### config.mk
export PLATFORM = sky130hd
export DESIGN_NAME = anton_neopixel_registers_dbuf
export DESIGN_NICKNAME = d
export VERILOG_FILES = /design/src/rtl/anton_neopixel_registers_dbuf.sv
export SDC_FILE = /design/constraint.sdc
export NUM_CORES = 2
export LEC_CHECK = 0
export ABC_CLOCK_PERIOD_IN_PS = 3500
export CORE_MARGIN = 2
export CORE_UTILIZATION = 25
export CTS_BUF_LIST = sky130_fd_sc_hd__clkbuf_4 sky130_fd_sc_hd__clkbuf_8 sky130_fd_sc_hd__clkbuf_16
export DETAILED_ROUTE_END_ITERATION = 7
export SYNTH_ARGS = -nofsm -noshare
export SYNTH_HDL_FRONTEND = slang
export SYNTH_SLANG_ARGS = --single-unit
### constraint.sdc
create_clock -name busClk -period 3.5 [get_ports busClk]
set_input_delay 0.35 -clock busClk [delete_from_list [all_inputs] [get_ports busClk]]
set_output_delay 0.35 -clock busClk [all_outputs]
set_load 0.05 [all_outputs]
### src/rtl/anton_neopixel_registers_dbuf.sv
// Double-buffered pixel memory plus control/IRQ registers for the NeoPixel controller.
// The bus writes and reads the back bank; the stream engine reads the front bank.
`ifndef BUFFER_END_DEFAULT
`define BUFFER_END_DEFAULT 255
`endif

module anton_neopixel_registers_dbuf #(
  parameter int BUFFER_END  = `BUFFER_END_DEFAULT,
  parameter int ADDR_BITS   = 14,
  parameter int BUFFER_BITS = $clog2(BUFFER_END + 1)
) (
  input  logic                   busClk,
  input  logic                   busReset,
  input  logic [ADDR_BITS-1:0]   busAddr,
  input  logic [7:0]             busDataIn,
  input  logic                   busWrite,
  input  logic                   busRead,
  output logic [7:0]             busDataOut,
  output logic                   busReady,
  input  logic                   streamSyncOf,
  input  logic                   syncStart,
  input  logic                   state,
  input  logic [BUFFER_BITS-1:0] streamAddr,
  output logic [7:0]             streamData,
  output logic [12:0]            regMax,
  output logic                   regCtrlInit,
  output logic                   regCtrlLimit,
  output logic                   regCtrlRun,
  output logic                   regCtrlLoop,
  output logic                   regCtrl32bit,
  output logic                   initSlow,
  input  logic                   initSlowDone,
  output logic                   irq
);

  localparam int DEPTH = BUFFER_END + 1;

  logic [7:0] bank0_mem [DEPTH];
  logic [7:0] bank1_mem [DEPTH];

  logic [12:0] reg_max_q, reg_max_d;
  logic        ctrl_init_q, ctrl_init_d;
  logic        ctrl_limit_q, ctrl_limit_d;
  logic        ctrl_run_q, ctrl_run_d;
  logic        ctrl_loop_q, ctrl_loop_d;
  logic        ctrl_32bit_q, ctrl_32bit_d;
  logic [1:0]  irq_status_q, irq_status_d;
  logic [1:0]  irq_en_q, irq_en_d;
  logic        bank_sel_q, bank_sel_d;
  logic        swap_pending_q, swap_pending_d;
  logic        init_slow_q, init_slow_d;
  logic [7:0]  bus_data_out_q, bus_data_out_d;
  logic        bus_ready_q, bus_ready_d;
  logic [7:0]  stream_data_q, stream_data_d;

  logic                   reg_sel;
  logic [2:0]             reg_idx;
  logic [ADDR_BITS-2:0]   pix_idx;
  logic [BUFFER_BITS-1:0] pix_addr;
  logic                   pix_in_range;
  logic                   stream_in_range;
  logic                   bus_wr_reg;
  logic                   bus_wr_pix;
  logic                   bank0_we;
  logic                   bank1_we;
  logic [7:0]             back_data;
  logic [7:0]             front_data;
  logic [7:0]             rd_data;

  assign reg_sel         = busAddr[ADDR_BITS-1];
  assign reg_idx         = busAddr[2:0];
  assign pix_idx         = busAddr[ADDR_BITS-2:0];
  assign pix_addr        = pix_idx[BUFFER_BITS-1:0];
  assign pix_in_range    = (pix_idx <= (ADDR_BITS-1)'(BUFFER_END));
  assign stream_in_range = ({1'b0, streamAddr} <= (BUFFER_BITS+1)'(BUFFER_END));

  // bank_sel_q names the front bank, so pixel writes land in the other one
  assign bus_wr_reg = busWrite && reg_sel && !busReset;
  assign bus_wr_pix = busWrite && !reg_sel && pix_in_range && !busReset;
  assign bank0_we   = bus_wr_pix && bank_sel_q;
  assign bank1_we   = bus_wr_pix && !bank_sel_q;

  always_ff @(posedge busClk) begin
    if (bank0_we) bank0_mem[pix_addr] <= busDataIn;
    if (bank1_we) bank1_mem[pix_addr] <= busDataIn;
  end

  always_comb begin
    back_data  = 8'h00;
    front_data = 8'h00;
    if (pix_in_range)
      back_data = bank_sel_q ? bank0_mem[pix_addr] : bank1_mem[pix_addr];
    if (stream_in_range)
      front_data = bank_sel_q ? bank1_mem[streamAddr] : bank0_mem[streamAddr];
  end

  always_comb begin
    rd_data = 8'h00;
    if (reg_sel) begin
      case (reg_idx)
        3'd0:    rd_data = reg_max_q[7:0];
        3'd1:    rd_data = {3'b000, reg_max_q[12:8]};
        3'd2:    rd_data = {3'b000, ctrl_32bit_q, ctrl_loop_q, ctrl_run_q,
                            ctrl_limit_q, ctrl_init_q};
        3'd3:    rd_data = {7'b0, state};
        3'd4:    rd_data = {6'b0, irq_status_q};
        3'd5:    rd_data = {6'b0, irq_en_q};
        3'd6:    rd_data = {6'b0, bank_sel_q, swap_pending_q};
        default: rd_data = 8'h00;
      endcase
    end else begin
      rd_data = back_data;
    end
  end

  // Hardware events first, bus register writes last so they win collisions
  always_comb begin
    reg_max_d      = reg_max_q;
    ctrl_init_d    = ctrl_init_q;
    ctrl_limit_d   = ctrl_limit_q;
    ctrl_run_d     = ctrl_run_q;
    ctrl_loop_d    = ctrl_loop_q;
    ctrl_32bit_d   = ctrl_32bit_q;
    irq_en_d       = irq_en_q;
    bank_sel_d     = bank_sel_q;
    swap_pending_d = swap_pending_q;
    init_slow_d    = init_slow_q;

    if (swap_pending_q && (streamSyncOf || !ctrl_run_q)) begin
      bank_sel_d     = !bank_sel_q;
      swap_pending_d = 1'b0;
    end
    if (streamSyncOf) ctrl_run_d = ctrl_loop_q;
    if (syncStart)    ctrl_run_d = 1'b1;

    if (ctrl_init_q) begin
      ctrl_limit_d   = 1'b0;
      ctrl_run_d     = 1'b0;
      ctrl_loop_d    = 1'b0;
      ctrl_32bit_d   = 1'b0;
      swap_pending_d = 1'b0;
      bank_sel_d     = 1'b0;
      init_slow_d    = 1'b1;
    end
    if (initSlowDone) begin
      ctrl_init_d = 1'b0;
      init_slow_d = 1'b0;
    end

    // A status set arriving with a W1C of the same bit keeps the bit set
    irq_status_d = irq_status_q;
    if (bus_wr_reg && (reg_idx == 3'd4))
      irq_status_d = irq_status_q & ~busDataIn[1:0];
    irq_status_d = irq_status_d | {initSlowDone, streamSyncOf};

    if (bus_wr_reg) begin
      case (reg_idx)
        3'd0: reg_max_d[7:0]  = busDataIn;
        3'd1: reg_max_d[12:8] = busDataIn[4:0];
        3'd2: {ctrl_32bit_d, ctrl_loop_d, ctrl_run_d, ctrl_limit_d, ctrl_init_d} = busDataIn[4:0];
        3'd5: irq_en_d = busDataIn[1:0];
        3'd6: if (busDataIn[0]) swap_pending_d = 1'b1;
        default: ;
      endcase
    end
  end

  always_comb begin
    bus_data_out_d = busRead ? rd_data : bus_data_out_q;
    bus_ready_d    = busRead;
    stream_data_d  = front_data;
  end

  always_ff @(posedge busClk) begin
    if (busReset) begin
      reg_max_q      <= 13'h0;
      ctrl_init_q    <= 1'b0;
      ctrl_limit_q   <= 1'b0;
      ctrl_run_q     <= 1'b0;
      ctrl_loop_q    <= 1'b0;
      ctrl_32bit_q   <= 1'b0;
      irq_status_q   <= 2'b00;
      irq_en_q       <= 2'b00;
      bank_sel_q     <= 1'b0;
      swap_pending_q <= 1'b0;
      init_slow_q    <= 1'b0;
      bus_data_out_q <= 8'h00;
      bus_ready_q    <= 1'b0;
      stream_data_q  <= 8'h00;
    end else begin
      reg_max_q      <= reg_max_d;
      ctrl_init_q    <= ctrl_init_d;
      ctrl_limit_q   <= ctrl_limit_d;
      ctrl_run_q     <= ctrl_run_d;
      ctrl_loop_q    <= ctrl_loop_d;
      ctrl_32bit_q   <= ctrl_32bit_d;
      irq_status_q   <= irq_status_d;
      irq_en_q       <= irq_en_d;
      bank_sel_q     <= bank_sel_d;
      swap_pending_q <= swap_pending_d;
      init_slow_q    <= init_slow_d;
      bus_data_out_q <= bus_data_out_d;
      bus_ready_q    <= bus_ready_d;
      stream_data_q  <= stream_data_d;
    end
  end

  assign busDataOut   = bus_data_out_q;
  assign busReady     = bus_ready_q;
  assign streamData   = stream_data_q;
  assign regMax       = reg_max_q;
  assign regCtrlInit  = ctrl_init_q;
  assign regCtrlLimit = ctrl_limit_q;
  assign regCtrlRun   = ctrl_run_q;
  assign regCtrlLoop  = ctrl_loop_q;
  assign regCtrl32bit = ctrl_32bit_q;
  assign initSlow     = init_slow_q;
  assign irq          = |(irq_status_q & irq_en_q);

endmodule
After elaboration in Yosys (flattened, before gate mapping). Memories as Yosys holds them, arrays and structs flattened. Cells that the tools add are included.

Order comparisons: 1. Equality and inequality tests: 6. Muxes and demuxes: 32. Bitwise gates (word level): 4. Reductions and logical operators: 21.

Operators by type and width (number): one-hot mux 8 bit (7 select lines) (1); 2-to-1 mux 8 bit (4); 2-to-1 mux 1 bit (26); less-or-equal comparator 13 x 8 -> 1 bit (second input constant) (1); == test 3 bit (second input constant) (3); logical AND 1 bit (9); == test 3 x 2 -> 1 bit (second input constant) (2); AND reduction 2 bit (3); OR reduction 2 bit (3); bitwise AND 2 bit (2); zero test 1 bit (4); == test 3 x 1 -> 1 bit (second input constant) (1); zero test 3 bit (1); 2-to-1 mux 2 bit (1); inverter 2 bit (1); bitwise OR 2 bit (1); logical OR 1 bit (1).

Bits in registers: 42. Bits in writable memories: 4096. Input port bits: 38. Logic and storage cells: 81. Memories: 2.

Memory list: bank0_mem (words 256, width 8, read ports 2, clocked after Yosys merged registers in 0, write ports 1, RTL line 38) `logic [7:0] bank0_mem [DEPTH];`; bank1_mem (words 256, width 8, read ports 2, clocked after Yosys merged registers in 0, write ports 1, RTL line 39) `logic [7:0] bank1_mem [DEPTH];`.

Logic depth before layout (Yosys ltp).
Word-level depth: 8. Mapped depth: 14. Gate-level depth less buffers: 8.

Worst setup path after synthesis. No wires, ideal clock.

Kind: input -> register. Start point: input busAddr[0]. End point: memory bank0_mem[152][0] (enable). Setup time: 0.370 ns. Arrival time: 2.862 ns. Data required time: 3.130 ns. Path slack: 0.268 ns. Stages: 12. Path through: buf_6 > buf_6 > buf_6 > buf_6 > buf_6 > buf_4 > buf_4 > buf_2 > nor2_1 > nand3_1 > clkbuf_1 > nor2_1.

Cells in the longest elaborated chain, start to end: 6.

Ends and longest elaborated chain: start: declaration (RTL line 14) `input logic [ADDR_BITS-1:0] busAddr,`; less-or-equal comparator 13 x 8 -> 1 bit (RTL line 74) `assign pix_in_range = (pix_idx <= (ADDR_BITS-1)'(BUFFER_END));`; logical AND 1 bit (2 in a row) (RTL line 79) `assign bus_wr_pix = busWrite && !reg_sel && pix_in_range && !busReset;`; logical AND 1 bit (RTL line 80) `assign bank0_we = bus_wr_pix && bank_sel_q;`; 2-to-1 mux 1 bit (RTL line 84) `if (bank0_we) bank0_mem[pix_addr] <= busDataIn;`; 2-to-1 mux 1 bit (not written as such) (RTL line 84); end: declaration (RTL line 38).

Several ways; a longest one is shown, not always the timed one.

==> results.md <==
- Io pins: 75
- Mapped Area: 192000 um^2
- Most frequent cells in the layout: 4096 x edfxtp_1, 2271 x mux4_2, 1870 x buf_4, 596 x nor2_1, 432 x clkbuf_16
- Syn Nets: approximately 9400
- Final WL: 745 mm
- Hold_ws: roughly 40 ps
- Pre-antenna DRT Iters: 8
- Maximum fanout along the worst path: 2
- Setup Buffers After CTS: 0
- GP Congestion: 0.973
- Critical Path Most Common Cell: buf_4
- CP top delay family: simple AND/OR/NAND/NOR gates
- PwrDens: 477 nW/um^2
- Final min period: 3610 ps
- Crit path max-delay cell type: nor3_1
- Root buffer cell: clkbuf_16
- Vias per cell: 5.43
- Final Util: between 30 and 40%
- Sequential-to-total area share from yosys stat: 64.5%
- Leading area contributor after synthesis: edfxtp_1
- Area Growth Syn to Fin: 23.5%
- Final setup viols: 1
- Die X-Extent: 880 um
- VDD IR max: 0.423 mV
- Clk buf depth: 4
- Endpoints failing hold: 0
- Max H-tree Level: 5
- Crit path cell chain: mux4_2, nor2_1, a2111oi_0, buf_4, a31oi_1, o2111ai_1, or4_1, nor3_1, buf_4, o31ai_1
- Aggregate global routing overflow: 0
- Synth Flop Type: edfxtp_1
- Worst path bufs/invs: 2
- DIE AREA: roughly 770000 um^2
- Post-synth ARST share: 0%
- Synth cell types: between 70 and 80
- Drt wl/cell: 34.1 um
- WS Path Type: reg2reg
- First-pass GRT wire length: 1000 mm
- Clock Skew: 120 ps
- Startpoint types: register
- Share of cells above drive strength 1: 45.6%
- Height of the chip: 880 um
- CTS sink count: ~4100
- Outcome: finished with violations
- Core Area: 765000 um^2
- Max_cap viols: 0
- Yosys reg bits: between 4000 and 5000
- Clock Latency Late Sink: 1120 ps
- Max Fclk: 277 MHz
- CTS buffer count: 430
- Slew headroom: -3.26%
- Vias: between 100k and 150k
- Clk pin slew, worst setup/hold paths: 60 ps
- Post-synth EDFFs: 4096
- Crit end category: register
- Initial antenna violation count: 59
- Hold WC Path Type: in2reg
- Leakage Power: 0.0759 uW
- Vias in the first global route: 115758
- YS warnings: 0
- Fillers: ~74000
- Post-DP HPWL: ~540 mm
- CTS tree: done
- Syn Area/Cell: just over 20 um^2
- DRT iter0 DRCs: between 15000 and 20000
- DRC viols: 0
- Area share of the largest cell type after synthesis: between 60 and 70%
- Setup WS post-layout: -109 ps
- Most common cell after layout, fill and taps aside: edfxtp_1
- RSZ-0062 raised after global routing: no
- Area contributors post-synth: edfxtp_1 64%, mux4_2 27%, mux2i_1 1.4%
- GRT Overall Usage: 18.6%
- # rows: 321
- Cells after Synth: 9321
- Period utilisation layout: 103%
- Detail Route Antenna Nets: 0
- Failing checks: max-slew violations, negative setup slack
- Port bufs: 74
- Slew Limit Fails: 1
- Largest net degree at the start of global routing: approximately 120
- Starting density of the core: between 20% and 30%
- Worst-Margin Slew: 1550 ps
- Nets: 11288
- Data arrival, critical path: around 4600 ps
- CP peak stage delay: 740 ps
- CP required: roughly 4500 ps
[tightest hold or removal path: cells and delay by family]
family	cells	cell delay, ps
compound gates	2	260
buf+inv	1	460
[synth_stat cells (4+ instances only)]
master     count
edfxtp_1    4096
mux4_2      2271
nor2_1       607
clkbuf_1     326
a22oi_1      313
mux2i_1      260
buf_2        252
nand2_1      170
a21oi_1      125
buf_4         97
nand3_1       86
o22ai_1       63
buf_1         53
a22o_1        42
buf_6         42
dfxtp_1       42
nor3_1        42
o21ai_0       41
a221oi_1      40
nor2b_1       37
nand2b_1      23
nand4_1       22
a211oi_1      20
a31oi_1       18
mux2_2        17
nor4_1        17
a2111oi_0     16
and2_1        15
o2111ai_1     13
nand3b_1      12
o32ai_1       12
or4_1         11
or2_2          9
or3_1          9
and3_1         7
o221ai_1       7
a32oi_1        6
nor3b_1        6
o21ai_1        6
o31ai_1        6
a221o_1        4
[routing by layer]
| layer | share of wire [%] | track usage [%] | up-vias |
|---|---|---|---|
| met4 | 6.5 | 9.76 | 32 |
| met1 | 37 | 23.9 | 63994 |
| met3 | 12 | 5.63 | 1561 |
| met5 | 0.040 | 0.0984 | - |
| li1 | - | - | 44794 |
| met2 | 45 | 28.3 | 8114 |
[area by class of cell]
type,instances,area [um^2],share of cell area [%]
Clock buffer,535,11700,4.93
Sequential cell,4138,124000,52.2
Timing Repair Buffer,2269,21300,8.97
Inverter,6,23.8,0.0100
Multi-Input combinational cell,4405,64600,27.2
Clock inverter,264,2860,1.21
Tap cell,10174,12700,5.37
Antenna cell,40,100,0.0422
[through the flow]
step           cell area [um^2]  worst slack (ps)  std cells  TNS [ps]  total power (uW)
2_1_floorplan            192000               268       9321         0             60400
3_3_place_gp             222000             -1270      20979    -11180             66200
3_5_place_dp             222000             -1140      20980    -14350             66300
4_1_cts                  237000              33.7      21790         0            113000
5_1_grt                  237000              2.39      21805         0            115000
6_report                 237000              -109      21831      -109            113000
[path summary, 6_finish.rpt]
kind                                     from                          to  slack, ps  cells after the start
setup / recovery  bank1_mem[254][0]$_DFFE_PP_  busDataOut[0]$_SDFFE_PP0P_       -110                     10
hold / removal                      syncStart       regCtrlRun$_SDFF_PP0_         40                      3
setup reg to reg  bank1_mem[254][0]$_DFFE_PP_  busDataOut[0]$_SDFFE_PP0P_       -110                     10
hold reg to reg         initSlow$_SDFFE_PP0P_       initSlow$_SDFFE_PP0P_        470                      1
[what timing repair did]
| item | in CTS | in global routing |
|---|---|---|
| hold buffers | 11 | 0 |
| endpoints found under the hold margin | 583 | 0 |
| pin swaps | 0 | 1 |
| endpoints found under the setup margin | 4 | 3 |
| gates resized for setup | 6 | 5 |
[state kept, by name (all words and copies together) (netlist names), 2 cells and up]
signal	flops
bank0_mem	2048
bank1_mem	2048
busDataOut	8
irq_en_q	2
irq_status_q	2
regMax	13
streamData	8
[cells by family after synthesis]
| group | count (synthesis) | share of synthesized area, % |
|---|---|---|
| mux | 2548 | 28.1 |
| flops | 4138 | 64.5 |
| buf+inv | 778 | 2.05 |
| xor+xnor | 1 | 0.00456 |
| simple gates | 1090 | 2.50 |
| compound gates | 766 | 2.84 |
[report_power, final]
group          leakage [uW]  total (uW)  internal [uW]  switching, uW
clock network       0.00721       47700          27000          20800
registers            0.0371       54500          54400           73.2
logic                0.0315       11000           4370           6610
total                0.0759      113000          85800          27400
No activity file was read; power rests on OpenSTA's default activity.
